`src/rtl/program_loader_pkg.sv`:
```
// Shared definitions for the instruction-memory boot loader.
package program_loader_pkg;

  typedef enum logic [2:0] {
    HDR_HI  = 3'd0,
    HDR_LO  = 3'd1,
    PAYLOAD = 3'd2,
    CHECK   = 3'd3,
    DONE    = 3'd4,
    ERROR   = 3'd5
  } state_t;

  localparam int unsigned HDR_BYTES         = 2;
  localparam int unsigned WORD_BYTES        = 4;
  localparam int unsigned DEFAULT_MAX_WORDS = 1024;

endpackage

```
`src/rtl/program_loader_word_packer.sv`:
```
// Packs a byte stream into big-endian 32-bit words and flags each completed word.
module program_loader_word_packer
  import program_loader_pkg::*;
(
  input  logic        clock,
  input  logic        reset,
  input  logic [7:0]  data,
  input  logic        shift,
  output logic [31:0] word,
  output logic [1:0]  byte_idx,
  output logic        word_full
);

  // Shift bytes in MSB first; word_full pulses the cycle after the 4th byte
  // lands, when word holds the complete instruction.
  always_ff @(posedge clock) begin
    if (reset) begin
      word      <= '0;
      byte_idx  <= '0;
      word_full <= 1'b0;
    end else begin
      word_full <= shift && (byte_idx == 2'(WORD_BYTES - 1));
      if (shift) begin
        word     <= {word[23:0], data};
        byte_idx <= byte_idx + 2'd1;
      end
    end
  end

endmodule

```
`src/rtl/program_loader.sv`:
```
// Boot-time loader: header / payload / checksum stream into instruction memory,
// holding the CPU in reset until a complete, checksum-clean image is written.
module program_loader
  import program_loader_pkg::*;
#(
  parameter int unsigned MAX_WORDS = DEFAULT_MAX_WORDS,
  parameter int unsigned IMEM_AW   = 32
) (
  input  logic               clock,
  input  logic               reset,
  input  logic [7:0]         in_data,
  input  logic               in_valid,
  output logic               in_ready,
  output logic               imem_we,
  output logic [IMEM_AW-1:0] imem_addr,
  output logic [31:0]        imem_wdata,
  output logic               cpu_nreset,
  output logic               done,
  output logic               error
);

  state_t      state;
  state_t      state_nx;
  logic [15:0] count;
  logic [15:0] word_idx;
  logic [7:0]  sum;
  logic [15:0] hdr_count;
  logic [1:0]  byte_idx;
  logic        word_full;
  logic [31:0] packed_word;
  logic        xfer;
  logic        last_byte;
  logic        last_word;
  logic        shift;

  assign xfer      = in_valid && in_ready;
  assign hdr_count = {count[15:8], in_data};
  assign last_byte = (byte_idx == 2'(WORD_BYTES - 1));
  assign last_word = ((word_idx + 16'd1) == count);
  assign shift     = xfer && (state == PAYLOAD);

  program_loader_word_packer u_packer (
    .clock     (clock),
    .reset     (reset),
    .data      (in_data),
    .shift     (shift),
    .word      (packed_word),
    .byte_idx  (byte_idx),
    .word_full (word_full)
  );

  // The packer's registered word and pulse are the memory write port directly.
  assign imem_we    = word_full;
  assign imem_wdata = packed_word;

  // State register.
  always_ff @(posedge clock) begin
    if (reset) state <= HDR_HI;
    else       state <= state_nx;
  end

  // Next-state logic; the last payload word moves to CHECK at its 4th byte,
  // and the write bubble keeps the trailer from being taken before the write.
  always_comb begin
    state_nx = state;
    case (state)
      HDR_HI:  if (xfer) state_nx = HDR_LO;
      HDR_LO: begin
        if (xfer) begin
          if (32'(hdr_count) > MAX_WORDS) state_nx = ERROR;
          else if (hdr_count == 16'd0)    state_nx = CHECK;
          else                            state_nx = PAYLOAD;
        end
      end
      PAYLOAD: if (xfer && last_byte && last_word) state_nx = CHECK;
      CHECK:   if (xfer) state_nx = (in_data == sum) ? DONE : ERROR;
      DONE:    state_nx = DONE;
      ERROR:   state_nx = ERROR;
      default: state_nx = ERROR;
    endcase
  end

  // Handshake: accept only in loading states, never during a write or reset.
  always_comb begin
    in_ready = 1'b0;
    if (!reset && !word_full &&
        (state == HDR_HI || state == HDR_LO || state == PAYLOAD || state == CHECK))
      in_ready = 1'b1;
  end

  // Header count, payload checksum, word index and write address.
  always_ff @(posedge clock) begin
    if (reset) begin
      count     <= '0;
      word_idx  <= '0;
      sum       <= '0;
      imem_addr <= '0;
    end else if (xfer) begin
      case (state)
        HDR_HI: count[15:8] <= in_data;
        HDR_LO: count[7:0]  <= in_data;
        PAYLOAD: begin
          sum <= sum + in_data;
          if (last_byte) begin
            imem_addr <= IMEM_AW'({word_idx, 2'b00});
            word_idx  <= word_idx + 16'd1;
          end
        end
        default: ;
      endcase
    end
  end

  // Sticky status flags, registered so they rise the cycle after the deciding byte.
  always_ff @(posedge clock) begin
    if (reset) begin
      done       <= 1'b0;
      error      <= 1'b0;
      cpu_nreset <= 1'b0;
    end else begin
      done       <= (state_nx == DONE);
      error      <= (state_nx == ERROR);
      cpu_nreset <= (state_nx == DONE);
    end
  end

endmodule

```
`config.mk`:
```
export PLATFORM = sky130hd
export DESIGN_NAME = program_loader
export DESIGN_NICKNAME = d
export VERILOG_FILES = /design/src/rtl/program_loader_pkg.sv /design/src/rtl/program_loader_word_packer.sv /design/src/rtl/program_loader.sv
export SDC_FILE = /design/constraint.sdc
export NUM_CORES = 1
export LEC_CHECK = 0
export CAP_MARGIN = 5
export CORE_ASPECT_RATIO = 0.6
export CORE_MARGIN = 8
export CORE_UTILIZATION = 35
export CTS_CLUSTER_DIAMETER = 150
export CTS_CLUSTER_SIZE = 40
export DETAILED_ROUTE_END_ITERATION = 10
export GPL_ROUTABILITY_DRIVEN = 0
export PLACE_DENSITY = 0.57
export SETUP_SLACK_MARGIN = 0.15
export SLEW_MARGIN = 20
export SYNTH_ARGS = -nofsm -noshare
export SYNTH_HDL_FRONTEND = slang
export SYNTH_SLANG_ARGS = --single-unit
```
`constraint.sdc`:
```
create_clock -name clock -period 4.1 [get_ports clock]
set_input_delay 1.23 -clock clock [delete_from_list [all_inputs] [get_ports clock]]
set_output_delay 1.23 -clock clock [all_outputs]
set_load 0.02 [all_outputs]
```
After elaboration in Yosys (flattened, before gate mapping)
Cells that the tools add are included.

Bits of input ports: 11. Register bits after elaboration: 96. Word-level logic and storage cells: 51. Output and inout port bits: 69.

Equal/unequal tests: 9. Add/subtract/negate cells: 3. Magnitude comparators: 1. Muxes and demuxes: 9. Reduce and logical (&&, ||, !) cells: 18.

Operators by type and width (count): $add 16x1->16 const B (1); $eq 16x16->1 (1); $gt 16x11->1 const B (1); $logic_not 16->1 (1); $mux 3 (5); $pmux 3 s5 (1); $eq 3x3->1 const B (3); $add 8x8->8 (1); $eq 8x8->1 (1); $logic_and 1x1->1 (7); $eq 3x2->1 const B (2); $reduce_and 2->1 (3); $eq 3x1->1 const B (1); $logic_not 3->1 (1); $logic_or 1x1->1 (3); $mux 1 (3); $reduce_and 3->1 (1); $add 2x1->2 const B (1); $eq 2x2->1 const B (1); $logic_not 1->1 (2).

Logic depth before layout (Yosys ltp)
Depth after elaboration: 12. Mapped depth: 10. Depth with buffers taken out: 9.

Hierarchy
Synthesis repeated with hierarchy kept, for this count alone.

Cell total of the unflattened synthesis: 522. Area total of the unflattened synthesis: 4550.6 um^2.

Modules (own cells, without submodules): program_loader (cells each 409, area each 3269.4 um^2, times used 1, sequential area each 1221.2 um^2); program_loader_word_packer (cells each 113, area each 1281.2 um^2, times used 1, sequential area each 700.7 um^2).

Least setup slack after synthesis
OpenSTA, ideal clock, no wires.

Path type: input port to output port. Start point: input reset. End point: output in_ready. Arrival time: 1998 ps. Buffers on the path: 2. Setup slack: 872 ps. Stages: 3. Required time: 2870 ps. Cell sequence: buf_6 clkbuf_1 nor3_1.

Word-level cells in the longest chain between the ends: 4.

RTL lines: from (decl) (line program_loader.sv:10) `input logic reset,`; $logic_not 1->1 (line program_loader.sv:86) `if (!reset && !word_full &&`; $logic_and 1x1->1 (2 in series) (line program_loader.sv:86); $mux 1 (line program_loader.sv:86); to (decl) (line program_loader.sv:13) `output logic in_ready,`.

No other way between the ends.

Worst setup path after layout
Ends and elaborated chain as after synthesis.

==> metrics.cfg <==
[sta]
finClkSkew_ps=9.36
maxSlewViolCount=0
max_freq_ghz=0.296
tightest_slew_ps=724
hold_ws_ps=456
rsz0062_at_grt=no
fin_setup_tns_ps=0
fin_crit_sh_pct=82.3
setup_violations=0
maxSlewHeadroom_pct=51.3
post-route-min-period_ps=3380
finalHoldViolCount=0

[logic_synthesis]
ys_warn_count=0
synth-edff-count=0
synthMuxAreaShare_pct=4.26
netlist-cell-type-count=46
synth_area_per_cell_um2=8.12
ys_seq_area_share_pct=43.1
synthCells=549
synth-compound-area-share_pct=11.0
synth_top_family_by_area=simple AND/OR/NAND/NOR gates
synth_simple_gate_area_share_pct=23.6
async_flop_share_pct=0
netlist_area_um2=4460
synth_flop_cell=dfxtp_1
synthXorXnorAreaFrac_pct=7.86
ys_seq_elements=96
synthAdderAreaFrac_pct=2.97

[critical_path]
endpoint_kind=primary output
crit_type=in -> out
reg2reg_depth=6
crit_required_ps=2870
cp.arrival_ps=2150
critPathMaxFanout=3
start_kind=input pin

[placed_design]
dp.cells=752
hpwl_mm=7.95
io_buffers=63
post_dp_cell_area_um2=5120

[pwr]
power_density_nw_per_um2=351
p_sw_w=0.000487
power_frac_seq_pct=50.0
p_int_w=0.00141
sw_frac_of_total_pct=25.6
peakVddDrop_mv=0.178
pwr-share-clk_pct=43.7
p_leak_nw=1.92
pwr-share-comb_pct=6.3

[clock_network]
clock_latency_ps=350
root_buffer=clkbuf_16
cts.path.max_buffers=2
cts_tree=built
cts_sinks=96
cts_resized=0
cts_setup_buffers=0
numCtsBuffers=9
cts-htree-levels=3
holdBufCountCts=0
clk_pin_slew_ps=70

[run]
maxCapViolCount=0

[layout]
n_antenna_cell=0
final_util_pct=42.8
drive_above_1_share_pct=5.52
finalNetCount=614
final_cell_area_um2=5420
syn_to_final_growth_pct=21.5
final_cells=768

[route]
wl_per_cell_um=14.5
antenna_left=0
via_per_inst=4.79
drt_wl_total_mm=11.1
firstDrtPassIters=4
vias=3679
drtIter0Drc=212
drc=0

[floorplanning]
rows=32
die_area_um2=16700
start_util_pct=35.2
die_h_um=103
die_w_um=162
core_area_um2=12700
io_pins=80

[min_path]
whs_path_depth=2
hold_class=reg -> reg

[global_routing]
antenna_found_initial=0
grt_overflow=0
track_usage_pct=13.3
grt_max_degree=49
grt_pass1_wl_mm=17.8
grt_pass1_vias=3465

[run_status]
outcome=finished clean

## worst paths after layout
kind	slack, ps	endpoint	from
setup / recovery	720	in_ready	reset
hold reg to reg	460	imem_addr[2]$_SDFFE_PP0P_	imem_addr[2]$_SDFFE_PP0P_
setup reg to reg	1950	state[0]$_SDFF_PP0_	word_idx[7]$_SDFFE_PP0P_
hold / removal	460	imem_addr[2]$_SDFFE_PP0P_	imem_addr[2]$_SDFFE_PP0P_
## metal layers
layer  GRT usage, %  vias to the layer above  share of wire [%]
met4           3.82                        0               0.75
met1           18.9                     1716                 52
met5              0                        -                  0
met2           19.4                       58                 42
li1               -                     1898                  -
met3           3.56                        7                4.8
## layout by cell type, fill, tap and decap left out, types with 9 or more instances in the layout
cell / netlist / layout
a21oi_1: 64 / 64
clkbuf_16: 0 / 9
clkdlybuf4s50_1: 0 / 62
conb_1: 1 / 16
dfxtp_1: 96 / 96
ha_1: 9 / 9
mux2i_1: 19 / 19
nand2_1: 115 / 115
nand3_1: 15 / 15
nor2_1: 53 / 53
nor3_1: 13 / 13
xnor2_1: 28 / 28
xor2_1: 12 / 12
## critical path: stages
cell	delay, ps
buf_2	120
nor3_1	140
clkdlybuf4s50_1	650
## flip-flops by register name (all words and copies together) (netlist names)
signal              flops
error                   1
word_idx               16
sum                     8
count                  16
done                    1
imem_addr              16
u_packer.byte_idx       2
state                   3
u_packer.word          32
u_packer.word_full      1
## cells by family (layout without fill, tap and decap cells)
logic type                 count (synthesis)  count (layout)
adders and majority gates                 10              10
buffers and inverters                     60              94
and+or+nand+nor                          234             234
muxes                                     19              19
AOI/OAI and AO/OA                         89              89
other                                      1              16
DFF                                       96              96
xor gates and xnor gates                  40              40
## metrics by stage
step / total power, W / setup WS, ps
2_1_floorplan: 0.00107 / 872
3_3_place_gp: 0.00109 / 681
3_5_place_dp: 0.00109 / 609
4_1_cts: 0.00193 / 698
5_1_grt: 0.00198 / 696
6_report: 0.00190 / 724
## power groups by stage
stage,Sequential (W),Combinational [W],Clock [W]
after floorplan,0.000969,0.0000967,0
after global placement,0.000972,0.000118,0
after detailed placement,0.000972,0.000119,0
after CTS,0.000950,0.000119,0.000861
after global routing,0.000951,0.000131,0.000899
final,0.000950,0.000120,0.000831
## synth_stat cells, drive strengths merged (3+ instances only)
master / n / area, µm²
a21oi: 64 / 320
and3: 3 / 18.8
buf: 28 / 195
clkbuf: 23 / 86.3
dfxtp: 96 / 1920
ha: 9 / 113
inv: 9 / 33.8
mux2i: 19 / 190
nand2: 117 / 444
nand3: 15 / 75.1
nand3b: 4 / 30.0
nand4: 8 / 50.1
nor2: 53 / 199
nor2b: 3 / 18.8
nor3: 15 / 85.1
nor4: 5 / 46.3
o21a: 3 / 23.8
o21ai: 6 / 30.0
o22ai: 3 / 18.8
or3: 5 / 31.3
xnor2: 28 / 245
xor2: 12 / 105
## final cells by class
type / count / area (µm²)
clock inverter: 7 / 73.8
clock buffer: 9 / 225
inverter: 9 / 33.8
timing repair buffer: 69 / 671
tap: 170 / 213
multi-input combinational: 408 / 2280
fill: 1298 / 7240
sequential: 96 / 1920
Power figures use the tool's default switching activity.
